--- src/rtl/common_pkg.sv ---
// Shared datapath constants for the Abejaruco core.
package common_pkg;

  localparam int unsigned WORD_WIDTH = 32;

endpackage

--- src/rtl/flip_flop_stage.sv ---
// Single N-bit register with synchronous reset.
// Clock enable present with FLIP_FLOP_CLOCK_ENABLE_EN.
module flip_flop_stage
  import common_pkg::*;
#(
  parameter int unsigned  N           = WORD_WIDTH,
  parameter logic [N-1:0] RESET_VALUE = {N{1'b0}}
) (
  input  logic         clk,
  input  logic         reset,
`ifdef FLIP_FLOP_CLOCK_ENABLE_EN
  input  logic         en,
`endif
  input  logic [N-1:0] d,
  output logic [N-1:0] q
);

  logic [N-1:0] q_q;
  logic [N-1:0] q_d;

  always_comb begin
    q_d = d;
`ifdef FLIP_FLOP_CLOCK_ENABLE_EN
    if (!en) begin
      q_d = q_q;
    end
`endif
  end

  // Reset wins over both data and enable.
  always_ff @(posedge clk) begin
    if (reset) begin
      q_q <= RESET_VALUE;
    end else begin
      q_q <= q_d;
    end
  end

  assign q = q_q;

endmodule

--- src/rtl/flip_flop.sv ---
// N-bit register chain of STAGES cycles latency.
// Optional clock enable: define FLIP_FLOP_CLOCK_ENABLE_EN.
module flip_flop
  import common_pkg::*;
#(
  parameter int unsigned  N           = WORD_WIDTH,
  parameter logic [N-1:0] RESET_VALUE = {N{1'b0}},
  parameter int unsigned  STAGES      = 1
) (
  input  logic         clk,
  input  logic         reset,
`ifdef FLIP_FLOP_CLOCK_ENABLE_EN
  input  logic         en,
`endif
  input  logic [N-1:0] d,
  output logic [N-1:0] q
);

  if (N < 1) begin : g_bad_n
    $fatal(1, "flip_flop: N must be >= 1");
  end

  if (STAGES < 1) begin : g_bad_stages
    $fatal(1, "flip_flop: STAGES must be >= 1");
  end

  // chain[0] is the input; chain[k+1] is stage k's output.
  logic [STAGES:0][N-1:0] chain;

  assign chain[0] = d;

  for (genvar k = 0; k < STAGES; k++) begin : g_stage
    flip_flop_stage #(
      .N           (N),
      .RESET_VALUE (RESET_VALUE)
    ) u_stage (
      .clk   (clk),
      .reset (reset),
`ifdef FLIP_FLOP_CLOCK_ENABLE_EN
      .en    (en),
`endif
      .d     (chain[k]),
      .q     (chain[k+1])
    );
  end

  assign q = chain[STAGES];

endmodule

--- config.mk ---
export PLATFORM = sky130hd
export DESIGN_NAME = flip_flop
export DESIGN_NICKNAME = d
export VERILOG_FILES = /design/src/rtl/common_pkg.sv /design/src/rtl/flip_flop_stage.sv /design/src/rtl/flip_flop.sv
export SDC_FILE = /design/constraint.sdc
export NUM_CORES = 1
export LEC_CHECK = 0
export CAP_MARGIN = 20
export CORE_ASPECT_RATIO = 0.75
export CORE_MARGIN = 3
export CORE_UTILIZATION = 29
export DETAILED_ROUTE_END_ITERATION = 8
export PLACE_DENSITY = 0.83
export SETUP_SLACK_MARGIN = 0.15
export SLEW_MARGIN = 30
export SYNTH_ARGS = -nofsm -noshare
export SYNTH_HDL_FRONTEND = slang
export SYNTH_SLANG_ARGS = --single-unit
--- constraint.sdc ---
create_clock -name clk -period 0.8 [get_ports clk]
set_input_delay 0.16 -clock clk [delete_from_list [all_inputs] [get_ports clk]]
set_output_delay 0.16 -clock clk [all_outputs]
set_load 0.1 [all_outputs]
==> results of run 1 <==
cells by family (layout without fill, tap and decap cells):
family / after synthesis / in the layout / synth area share, %
buffers and inverters: 3 / 76 / 2.61
AND/OR/NAND/NOR: 32 / 32 / 23.2
flip-flops: 32 / 32 / 74.2
cells in the final DEF (no fill, tap or decap):
cell                              count
sky130_fd_sc_hd__clkbuf_1             2
sky130_fd_sc_hd__clkinv_1             1
sky130_fd_sc_hd__buf_12              32
sky130_fd_sc_hd__clkbuf_8             5
sky130_fd_sc_hd__clkdlybuf4s50_1     32
sky130_fd_sc_hd__dlygate4sd2_1        1
sky130_fd_sc_hd__buf_4                2
sky130_fd_sc_hd__nor2b_1             32
sky130_fd_sc_hd__dfxtp_4             32
sky130_fd_sc_hd__buf_6                1
worst min-delay path by stage:
stage / endpoint / cells past startpoint
3_5_place_dp: q[4] / 1
2_1_floorplan: g_stage[0].u_stage.q[29]$_SDFF_PP0_ / 1
6_report: g_stage[0].u_stage.q[22]$_SDFF_PP0_ / 2
3_3_place_gp: q[1] / 1
4_1_cts: g_stage[0].u_stage.q[17]$_SDFF_PP0_ / 2
5_1_grt: g_stage[0].u_stage.q[17]$_SDFF_PP0_ / 2
where the power goes:
group          leakage, nW  internal (mW)  total [mW]  switching (mW)
clock network       0.0399          0.603        1.13           0.528
logic                0.496          0.509        1.23           0.723
registers            0.285           1.64        1.71          0.0695
total                0.821           2.75        4.07            1.32
per-stage QoR:
stage | instances | setup slack (ns) | cell area [sq um] | util (%)
global placement | 168 | -0.220 | 2000 | 73.4
global route | 176 | -0.198 | 2080 | 76.5
floorplan | 67 | 0.136 | 983 | -
finish | 176 | -0.169 | 2080 | 76.5
detailed placement | 168 | -0.300 | 2000 | 73.4
CTS | 176 | -0.184 | 2080 | 76.5
synth_stat cells:
master	instances	area share [%]
sky130_fd_sc_hd__buf_4	3	2.6
sky130_fd_sc_hd__nor2b_1	32	23
sky130_fd_sc_hd__dfxtp_1	32	74
routing by layer:
layer  up-vias  global-route usage [%]  part of all wire, %
li1        341                       -                    -
met1       292                    11.2                   27
met2        40                    28.2                   56
met3         7                    10.4                   14
met4         0                    10.7                  2.8
met5         -                       0                    0
timing repair:
item	4_1_cts	5_1_grt
resized for setup	2	0
endpoints found under the hold margin	0	0
setup endpoints to repair	64	32
hold buffers	0	0
layout make-up:
| type | count | area, sq um | share of cell area [%] |
|---|---|---|---|
| Clock buffer | 7 | 76.3 | 3.67 |
| Clock inverter | 1 | 3.75 | 0.180 |
| Sequential cell | 32 | 761 | 36.5 |
| Tap cell | 36 | 45.0 | 2.16 |
| Multi-Input combinational cell | 32 | 200 | 9.62 |
| Timing Repair Buffer | 68 | 996 | 47.8 |
==> impl_metrics.prom, run 1 <==
# TYPE chip_impl_metric gauge
chip_impl_info{name="outcome",value="finished, violations left"} 1
chip_impl_info{name="violations",value="setup timing"} 1
chip_impl_metric{name="n_antenna_cell",unit=""} 0
chip_impl_metric{name="yosysSeqAreaShare",unit="%"} 74.2
chip_impl_metric{name="number_of_flip_flops_under_the_largest_register_name",unit=""} 32
chip_impl_metric{name="critical_path_arrival",unit="ns"} 0.81
chip_impl_metric{name="report.final.setup_viol",unit=""} 32
chip_impl_metric{name="vdd_ir_drop_max",unit="mV"} 1.48
chip_impl_metric{name="fp.dieArea",unit="sq um"} 3670
chip_impl_info{name="grt_setup_unrepaired",value="true"} 1
chip_impl_metric{name="worst_path_required_time",unit="ns"} 0.64
chip_impl_metric{name="worst_margin_slew",unit="ns"} 0.186
chip_impl_metric{name="net_count_after_synthesis",unit=""} 101
chip_impl_metric{name="min_period_over_period",unit="%"} 121
chip_impl_info{name="worstSetupStartpoint",value="g_stage[0].u_stage.q[20]$_SDFF_PP0_"} 1
chip_impl_metric{name="maxCapViolations",unit=""} 0
chip_impl_metric{name="grt_pass1_wl",unit="microns"} 3880
chip_impl_metric{name="grt_use_total",unit="%"} 15.2
chip_impl_metric{name="postSynthRegisterBits",unit=""} 32
chip_impl_info{name="timing.setup.critical_path_class",value="register to output pin"} 1
chip_impl_metric{name="post_drt_via_cell_ratio",unit=""} 3.86
chip_impl_metric{name="placement.io_buffers",unit=""} 65
chip_impl_info{name="cts_root_buf",value="sky130_fd_sc_hd__clkbuf_8"} 1
chip_impl_metric{name="netlist-cell-type-count",unit=""} 3
chip_impl_metric{name="final_hold_slack",unit="ns"} 0.415
chip_impl_metric{name="p_leak",unit="nW"} 0.821
chip_impl_metric{name="core_region_area",unit="sq um"} 2720
chip_impl_metric{name="area_delta_synth_final",unit="%"} 141
chip_impl_metric{name="final_max_slew_viol_count",unit=""} 0
chip_impl_metric{name="postCtsSetupBuffers",unit=""} 0
chip_impl_metric{name="ctsHtreeMaxLevel",unit=""} 2
chip_impl_metric{name="drt-pass1-iter-count",unit=""} 2
chip_impl_metric{name="path_buf_inv",unit=""} 1
chip_impl_metric{name="max-slew-margin-rel",unit="%"} 87.6
chip_impl_info{name="worst_path_cell_with_the_longest_stage_delay",value="sky130_fd_sc_hd__dfxtp_4"} 1
chip_impl_metric{name="finalHoldViolCount",unit=""} 0
chip_impl_info{name="worst_setup_path_endpoint",value="q[20]"} 1
chip_impl_metric{name="route.detailed.drc",unit=""} 0
chip_impl_metric{name="final_antenna_net_count",unit=""} 0
chip_impl_metric{name="power-per-cell-area",unit="nW/um^2"} 1950
chip_impl_metric{name="grt_pass1_vias",unit=""} 820
chip_impl_metric{name="cpPeakStageDelay",unit="ns"} 0.36
chip_impl_metric{name="cts-buffers-inserted",unit=""} 5
chip_impl_info{name="crit_path_launch_type",value="register"} 1
chip_impl_metric{name="syn_area",unit="sq um"} 863
chip_impl_metric{name="nNetsFinal",unit=""} 173
chip_impl_metric{name="fmax",unit="GHz"} 1.03
chip_impl_metric{name="detailedRoute.firstIterationViolations",unit=""} 4
chip_impl_metric{name="synthesized_netlist_cell_count",unit=""} 67
chip_impl_metric{name="synthesis.yosys.warnings",unit=""} 0
chip_impl_metric{name="synth_area_per_cell",unit="sq um"} 12.9
chip_impl_info{name="min_path_type",value="input pin to register"} 1
chip_impl_info{name="holdCritStartpoint",value="d[22]"} 1
chip_impl_info{name="cts_tree",value="yes"} 1
chip_impl_metric{name="fraction_of_final_layout_cells_sized_beyond_drive_strength_1",unit="%"} 51.4
chip_impl_info{name="crit_path_cell_trace",value="buf_12"} 1
chip_impl_metric{name="layout_setup_ws",unit="ns"} -0.169
chip_impl_metric{name="die_w",unit="microns"} 69
chip_impl_metric{name="grt_start_max_net_pins",unit=""} 12
chip_impl_metric{name="average_wire_length_per_cell_after_detail_routing",unit="microns"} 13.5
chip_impl_metric{name="fin_total_pwr",unit="mW"} 4.07
chip_impl_metric{name="clock_sinks",unit=""} 32
chip_impl_info{name="crit_family",value="flip-flops"} 1
chip_impl_metric{name="totalNegativeSetupSlack",unit="ns"} -4.94
chip_impl_metric{name="n_fill_cell",unit=""} 179
chip_impl_metric{name="worst_path_fanout_max",unit=""} 1
chip_impl_metric{name="vias",unit=""} 680
chip_impl_metric{name="floorplan.initialDensity",unit="%"} 31.7
chip_impl_metric{name="drt_wl_total",unit="microns"} 2370
chip_impl_metric{name="finalCriticalPeriod",unit="ns"} 0.969
chip_impl_info{name="crit_path_end_kind",value="output pin"} 1
chip_impl_metric{name="gp_routability_congestion",unit=""} 0.684
chip_impl_metric{name="grt_overflow_total",unit=""} 0
chip_impl_metric{name="cp_num_cells",unit=""} 1
chip_impl_metric{name="clkSlewWorstSetupHoldPaths",unit="ns"} 0.06
chip_impl_metric{name="grt_antenna_before_repair",unit=""} 0
chip_impl_metric{name="design.portCount",unit=""} 66
chip_impl_metric{name="placement_rows",unit=""} 16
chip_impl_metric{name="fp.dieH",unit="microns"} 53.3
chip_impl_metric{name="hpwlAfterDp",unit="microns"} 1900
chip_impl_metric{name="clk_path_buf_depth",unit=""} 2
Power figures use the tool's default switching activity.
==> run 2, diff against run 1 <==
SYNTH_HIERARCHICAL = 1   (was default)
==> impl_metrics.prom, run 2 <==
# TYPE chip_impl_metric gauge
chip_impl_info{name="min_path_type",value="input pin to register"} 1
chip_impl_metric{name="drt_wl_total",unit="microns"} 2820
chip_impl_metric{name="grt_pass1_wl",unit="microns"} 4400
chip_impl_metric{name="hold_fix_buffers_at_cts",unit=""} 0
chip_impl_metric{name="n_antenna_cell",unit=""} 0
chip_impl_metric{name="postCtsSetupBuffers",unit=""} 0
chip_impl_metric{name="worst_path_required_time",unit="ns"} 0.64
chip_impl_metric{name="route.detailed.drc",unit=""} 0
chip_impl_metric{name="place_inst",unit=""} 166
chip_impl_metric{name="place_area",unit="sq um"} 2000
chip_impl_info{name="timing.setup.critical_path_class",value="register to output pin"} 1
chip_impl_info{name="crit_path_cell_trace",value="buf_12"} 1
chip_impl_metric{name="net_count_after_synthesis",unit=""} 101
chip_impl_metric{name="hpwlAfterDp",unit="microns"} 2010
chip_impl_metric{name="vdd_ir_drop_max",unit="mV"} 1.34
chip_impl_metric{name="maxCapViolations",unit=""} 0
chip_impl_metric{name="clock_sinks",unit=""} 32
chip_impl_metric{name="worst_path_fanout_max",unit=""} 1
chip_impl_metric{name="power-per-cell-area",unit="nW/um^2"} 1940
chip_impl_info{name="synth.largest_area_cell",value="sky130_fd_sc_hd__dfxtp_1"} 1
chip_impl_metric{name="drt-pass1-iter-count",unit=""} 3
chip_impl_metric{name="grt_antenna_before_repair",unit=""} 0
chip_impl_metric{name="cell_area_after_layout",unit="sq um"} 2100
chip_impl_info{name="outcome",value="finished, violations left"} 1
chip_impl_metric{name="post_drt_via_cell_ratio",unit=""} 4.06
chip_impl_metric{name="async_flop_share",unit="%"} 0
chip_impl_metric{name="layout_setup_ws",unit="ns"} -0.170
chip_impl_metric{name="synthesized_netlist_cell_count",unit=""} 67
chip_impl_metric{name="worst_margin_slew",unit="ns"} 0.121
chip_impl_info{name="crit_path_launch_type",value="register"} 1
chip_impl_info{name="synth.area.top_cells",value="sky130_fd_sc_hd__dfxtp_1 (74%), sky130_fd_sc_hd__nor2b_1 (23%), sky130_fd_sc_hd__buf_4 (2.6%)"} 1
chip_impl_metric{name="gp_routability_congestion",unit=""} 0.795
chip_impl_metric{name="fraction_of_final_layout_cells_sized_beyond_drive_strength_1",unit="%"} 53.6
chip_impl_metric{name="min_period_over_period",unit="%"} 121
chip_impl_metric{name="max-slew-margin-rel",unit="%"} 91.9
chip_impl_metric{name="critical_path_arrival",unit="ns"} 0.81
chip_impl_info{name="cts_root_buf",value="sky130_fd_sc_hd__clkbuf_8"} 1
chip_impl_info{name="holdCritStartpoint",value="reset"} 1
chip_impl_metric{name="final_max_slew_viol_count",unit=""} 0
chip_impl_metric{name="cpPeakStageDelay",unit="ns"} 0.36
chip_impl_metric{name="grt_overflow_total",unit=""} 0
chip_impl_metric{name="nNetsFinal",unit=""} 172
chip_impl_metric{name="die_w",unit="microns"} 69
chip_impl_metric{name="clkSlewWorstSetupHoldPaths",unit="ns"} 0.06
chip_impl_metric{name="final_antenna_net_count",unit=""} 0
chip_impl_info{name="crit_path_end_kind",value="output pin"} 1
chip_impl_metric{name="area_delta_synth_final",unit="%"} 144
chip_impl_metric{name="postSynthRegisterBits",unit=""} 32
chip_impl_info{name="grt_setup_unrepaired",value="true"} 1
chip_impl_metric{name="syn_area",unit="sq um"} 863
chip_impl_metric{name="finalCriticalPeriod",unit="ns"} 0.970
chip_impl_metric{name="fmax",unit="GHz"} 1.03
chip_impl_metric{name="synthesis.yosys.warnings",unit=""} 6
chip_impl_metric{name="finalHoldViolCount",unit=""} 0
chip_impl_metric{name="detailedRoute.firstIterationViolations",unit=""} 8
chip_impl_metric{name="average_wire_length_per_cell_after_detail_routing",unit="microns"} 16.2
chip_impl_metric{name="number_of_flip_flops_under_the_largest_register_name",unit=""} 32
chip_impl_metric{name="p_leak",unit="nW"} 0.836
chip_impl_metric{name="pre_cts_slack",unit="ns"} -0.272
chip_impl_metric{name="path_buf_inv",unit=""} 1
chip_impl_info{name="violations",value="setup timing"} 1
chip_impl_metric{name="fp.dieArea",unit="sq um"} 3670
chip_impl_metric{name="grt_pass1_vias",unit=""} 764
chip_impl_metric{name="placement.io_buffers",unit=""} 65
chip_impl_metric{name="floorplan.initialDensity",unit="%"} 31.7
chip_impl_info{name="worstSetupStartpoint",value="g_stage[0].u_stage/q[23]$_SDFF_PP0_"} 1
chip_impl_metric{name="area_share_of_the_largest_cell_type_after_synthesis",unit="%"} 74.2
chip_impl_metric{name="synth-edff-count",unit=""} 0
chip_impl_metric{name="cts-buffers-inserted",unit=""} 5
chip_impl_info{name="synth.cells.most_frequent",value="sky130_fd_sc_hd__dfxtp_1 (32), sky130_fd_sc_hd__nor2b_1 (32), sky130_fd_sc_hd__buf_4 (3)"} 1
chip_impl_metric{name="grt_start_max_net_pins",unit=""} 17
chip_impl_metric{name="core_region_area",unit="sq um"} 2720
chip_impl_info{name="yosys_most_used_dff",value="sky130_fd_sc_hd__dfxtp_1"} 1
chip_impl_metric{name="fp.dieH",unit="microns"} 53.3
chip_impl_info{name="cts_tree",value="yes"} 1
chip_impl_metric{name="grt_use_total",unit="%"} 17.3
chip_impl_info{name="leading_cell_type_in_the_layout_fill_and_taps_excluded",value="sky130_fd_sc_hd__buf_12"} 1
chip_impl_info{name="worst_path_cell_with_the_longest_stage_delay",value="sky130_fd_sc_hd__dfxtp_4"} 1
chip_impl_metric{name="report.final.setup_viol",unit=""} 32
chip_impl_metric{name="design.portCount",unit=""} 66
chip_impl_metric{name="final-instance-count-excl-fill",unit=""} 174
chip_impl_metric{name="clk_path_buf_depth",unit=""} 2
chip_impl_metric{name="ctsHtreeMaxLevel",unit=""} 2
chip_impl_metric{name="placement_rows",unit=""} 16
chip_impl_metric{name="final_core_utilization",unit="%"} 77.3
chip_impl_metric{name="netlist-cell-type-count",unit=""} 3
chip_impl_info{name="crit_family",value="flip-flops"} 1
chip_impl_info{name="final_cell_mix",value="sky130_fd_sc_hd__buf_12 (33), sky130_fd_sc_hd__dfxtp_4 (32), sky130_fd_sc_hd__clkdlybuf4s50_1 (32), sky130_fd_sc_hd__nor2b_1 (31), sky130_fd_sc_hd__clkbuf_8 (5)"} 1
chip_impl_metric{name="synth_area_per_cell",unit="sq um"} 12.9
chip_impl_metric{name="vias",unit=""} 706
chip_impl_metric{name="yosysSeqAreaShare",unit="%"} 74.2
run 2: what timing repair did:
item / in CTS / in global routing
endpoints found under the setup margin: 64 / 46
resized for setup: 1 / 3
gates cloned: 1 / 0
run 2: cell families after synthesis:
logic type	count (synthesis)	share of synthesized area, %
buffers and inverters	3	2.61
flip-flops	32	74.2
AND/OR/NAND/NOR	32	23.2
run 2: path summary, 6_finish.rpt:
kind,endpoint,depth (start not counted)
setup / recovery,q[23],1
hold / removal,g_stage[0].u_stage/q[8]$_SDFF_PP0_,3
run 2: area by class of cell:
cell class | count | area, sq um
timing repair buffer | 67 | 1020
sequential | 32 | 761
fill | 147 | 618
multi-input combinational | 32 | 203
clock buffer | 6 | 72.6
tap | 36 | 45.0
clock inverter | 1 | 5.00
run 2: stage by stage:
stage | hold slack, ns | power (mW) | setup TNS, ns
after floorplan | 0.222 | 2.40 | 0
after global placement | 0.641 | 2.96 | -7.52
after detailed placement | 0.642 | 2.99 | -8.23
after CTS | 0.415 | 4.13 | -5.27
after global routing | 0.258 | 4.24 | -5.66
final | 0.261 | 4.08 | -4.80
run 2: layer usage:
metal / global-route usage (%) / part of all wire, % / up-vias
met5: 0 / 0 / -
met4: 7.79 / 1.1 / 0
met2: 31.0 / 53 / 36
met1: 18.1 / 39 / 329
met3: 7.21 / 6.2 / 2
li1: - / - / 339
run 2: report_power, final:
part	internal, mW	leakage, nW	switching, mW	total [mW]
Sequential	1.64	0.285	0.0721	1.71
Combinational	0.528	0.509	0.737	1.27
Clock	0.589	0.0410	0.512	1.10
==> run 3, diff against run 2 <==
CORE_UTILIZATION = 34   (was 29)
PLACE_DENSITY = 0.9   (was 0.83)
REMOVE_ABC_BUFFERS = 1   (was default)
clock period = 1.15 ns   (was 0.8 ns; I/O delays follow)
==> impl_metrics.prom, run 3 (same netlist as run 2, synthesis figures left out) <==
# TYPE chip_impl_metric gauge
chip_impl_info{name="outcome",value="finished clean"} 1
chip_impl_metric{name="max-slew-margin-rel",unit="%"} 90.8
chip_impl_metric{name="route.detailed.drc",unit=""} 0
chip_impl_metric{name="final_hold_slack",unit="ns"} 0.453
chip_impl_metric{name="floorplan.initialDensity",unit="%"} 36.5
chip_impl_metric{name="grt_pass1_wl",unit="microns"} 3750
chip_impl_metric{name="met3RoutedLength",unit="microns"} 284
chip_impl_metric{name="n_antenna_cell",unit=""} 0
chip_impl_metric{name="report.final.setup_viol",unit=""} 0
chip_impl_info{name="crit_path_launch_type",value="register"} 1
chip_impl_metric{name="die_w",unit="microns"} 64.2
chip_impl_metric{name="clkSlewWorstSetupHoldPaths",unit="ns"} 0.09
chip_impl_metric{name="nNetsFinal",unit=""} 171
chip_impl_info{name="holdCritStartpoint",value="d[2]"} 1
chip_impl_metric{name="clk_path_buf_depth",unit=""} 2
chip_impl_metric{name="grt_overflow_total",unit=""} 0
chip_impl_info{name="final_cell_mix",value="sky130_fd_sc_hd__buf_12 (33), sky130_fd_sc_hd__clkdlybuf4s50_1 (33), sky130_fd_sc_hd__nor2b_1 (32), sky130_fd_sc_hd__dfxtp_2 (32), sky130_fd_sc_hd__clkbuf_4 (5)"} 1
chip_impl_metric{name="finalHoldViolCount",unit=""} 0
chip_impl_metric{name="final_core_utilization",unit="%"} 83.4
chip_impl_metric{name="cp_num_cells",unit=""} 1
chip_impl_metric{name="placement_rows",unit=""} 15
chip_impl_metric{name="worst_margin_slew",unit="ns"} 0.137
chip_impl_metric{name="min_period_over_period",unit="%"} 94.7
chip_impl_metric{name="placement.io_buffers",unit=""} 65
chip_impl_metric{name="power-per-cell-area",unit="nW/um^2"} 1380
chip_impl_metric{name="vias",unit=""} 696
chip_impl_metric{name="design.portCount",unit=""} 66
chip_impl_metric{name="final_max_slew_viol_count",unit=""} 0
chip_impl_metric{name="finalCriticalPeriod",unit="ns"} 1.09
chip_impl_metric{name="path_buf_inv",unit=""} 1
chip_impl_metric{name="sequential_cell_area",unit="sq um"} 681
chip_impl_metric{name="route.layer.met1.wl",unit="microns"} 922
chip_impl_metric{name="fp.dieArea",unit="sq um"} 3190
chip_impl_metric{name="worst_path_fanout_max",unit=""} 1
chip_impl_metric{name="fmax",unit="GHz"} 0.918
chip_impl_info{name="min_path_type",value="input pin to register"} 1
chip_impl_metric{name="maxCapViolations",unit=""} 0
chip_impl_info{name="worstHoldEndpoint",value="g_stage[0].u_stage/q[2]$_SDFF_PP0_"} 1
chip_impl_info{name="cts_root_buf",value="sky130_fd_sc_hd__clkbuf_4"} 1
chip_impl_metric{name="vdd_ir_drop_max",unit="mV"} 0.826
chip_impl_info{name="timing.setup.critical_path_class",value="register to output pin"} 1
chip_impl_metric{name="fraction_of_final_layout_cells_sized_beyond_drive_strength_1",unit="%"} 51.4
chip_impl_metric{name="postCtsSetupBuffers",unit=""} 0
chip_impl_metric{name="core_region_area",unit="sq um"} 2360
chip_impl_metric{name="cts-buffers-inserted",unit=""} 5
chip_impl_metric{name="cpPeakStageDelay",unit="ns"} 0.36
chip_impl_metric{name="hpwlAfterDp",unit="microns"} 1970
chip_impl_info{name="crit_path_cell_trace",value="buf_12"} 1
chip_impl_metric{name="grt_antenna_before_repair",unit=""} 0
chip_impl_metric{name="grt_start_max_net_pins",unit=""} 33
chip_impl_metric{name="gp_routability_congestion",unit=""} 0.640
chip_impl_metric{name="area_delta_synth_final",unit="%"} 129
chip_impl_metric{name="number_of_flip_flops_under_the_largest_register_name",unit=""} 32
chip_impl_info{name="route.top_layer_used",value="met4"} 1
chip_impl_metric{name="ctsHtreeMaxLevel",unit=""} 2
chip_impl_metric{name="hold_fix_buffers_at_cts",unit=""} 0
chip_impl_info{name="cts_tree",value="yes"} 1
chip_impl_metric{name="clock_sinks",unit=""} 32
chip_impl_metric{name="critical_path_arrival",unit="ns"} 0.86
chip_impl_info{name="worst_path_cell_with_the_longest_stage_delay",value="sky130_fd_sc_hd__dfxtp_2"} 1
chip_impl_metric{name="cts-resized-gates",unit=""} 32
chip_impl_metric{name="post_drt_via_cell_ratio",unit=""} 4.05
chip_impl_metric{name="grt_use_total",unit="%"} 16.3
chip_impl_metric{name="fp.dieH",unit="microns"} 49.6
chip_impl_metric{name="average_wire_length_per_cell_after_detail_routing",unit="microns"} 14.2
chip_impl_metric{name="worst_path_required_time",unit="ns"} 0.92
chip_impl_info{name="crit_path_end_kind",value="output pin"} 1
chip_impl_metric{name="drt_wl_total",unit="microns"} 2440
chip_impl_metric{name="detailedRoute.firstIterationViolations",unit=""} 13
chip_impl_info{name="grt_setup_unrepaired",value="true"} 1
chip_impl_metric{name="route.met2.wl",unit="microns"} 1210
chip_impl_metric{name="totalNegativeSetupSlack",unit="ns"} 0
chip_impl_info{name="crit_family",value="flip-flops"} 1
chip_impl_metric{name="multiInputGateArea",unit="sq um"} 200
chip_impl_metric{name="grt_pass1_vias",unit=""} 714
chip_impl_metric{name="n_fill_cell",unit=""} 124
chip_impl_metric{name="drt-pass1-iter-count",unit=""} 3
chip_impl_metric{name="hold_depth",unit=""} 2
chip_impl_metric{name="final_antenna_net_count",unit=""} 0
chip_impl_metric{name="p_leak",unit="nW"} 0.796
run 3: changes by cell type in the layout (fill, tap and decap cells not counted):
cell / previous run / this run
sky130_fd_sc_hd__dfxtp_2: 0 / 32
sky130_fd_sc_hd__dfxtp_4: 32 / 0
sky130_fd_sc_hd__clkdlybuf4s50_1: 32 / 33
sky130_fd_sc_hd__clkbuf_4: 0 / 5
sky130_fd_sc_hd__bufbuf_16: 1 / 0
sky130_fd_sc_hd__clkinv_2: 1 / 0
sky130_fd_sc_hd__nor2b_2: 1 / 0
sky130_fd_sc_hd__clkbuf_8: 5 / 1
sky130_fd_sc_hd__nor2b_1: 31 / 32
sky130_fd_sc_hd__clkbuf_1: 1 / 2
sky130_fd_sc_hd__clkbuf_2: 1 / 0
run 3: per-stage QoR:
stage | instances | cell area, sq um | setup slack [ns] | power [mW]
2_1_floorplan | 64 | 841 | 0.0110 | 1.68
3_3_place_gp | 164 | 1870 | 0.0452 | 2.09
3_5_place_dp | 164 | 1870 | 0.0200 | 2.10
4_1_cts | 172 | 1970 | 0.0435 | 2.75
5_1_grt | 172 | 1970 | 0.0302 | 2.82
6_report | 172 | 1970 | 0.0611 | 2.72
run 3: final cells by class:
cell class	instances	area share (%)
flip-flops and latches	32	34.5
clock buffers	8	2.98
repair buffers	66	50.2
well taps	34	2.16
multi-input cells	32	10.1
run 3: power by group:
| group | internal (mW) | switching, mW | leakage, nW |
|---|---|---|---|
| sequential | 1.18 | 0.0496 | 0.275 |
| clock | 0.301 | 0.330 | 0.0326 |
| combinational | 0.354 | 0.504 | 0.489 |
run 3: how the worst max path moves through the flow:
stage	slack (ns)	start	to
final	0.06	g_stage[0].u_stage/q[7]$_SDFF_PP0_	q[7]
after global routing	0.03	g_stage[0].u_stage/q[27]$_SDFF_PP0_	q[27]
after CTS	0.04	g_stage[0].u_stage/q[7]$_SDFF_PP0_	q[7]
after detailed placement	0.02	reset	g_stage[0].u_stage/q[16]$_SDFF_PP0_
after global placement	0.05	reset	g_stage[0].u_stage/q[15]$_SDFF_PP0_
after floorplan	0.01	g_stage[0].u_stage/q[0]$_SDFF_PP0_	q[0]
run 3: layer usage:
metal / global-route usage [%] / vias to the layer above
met5: 0 / -
met4: 7.37 / 0
met3: 7.52 / 2
met2: 28.8 / 46
met1: 16.4 / 308
li1: - / 340
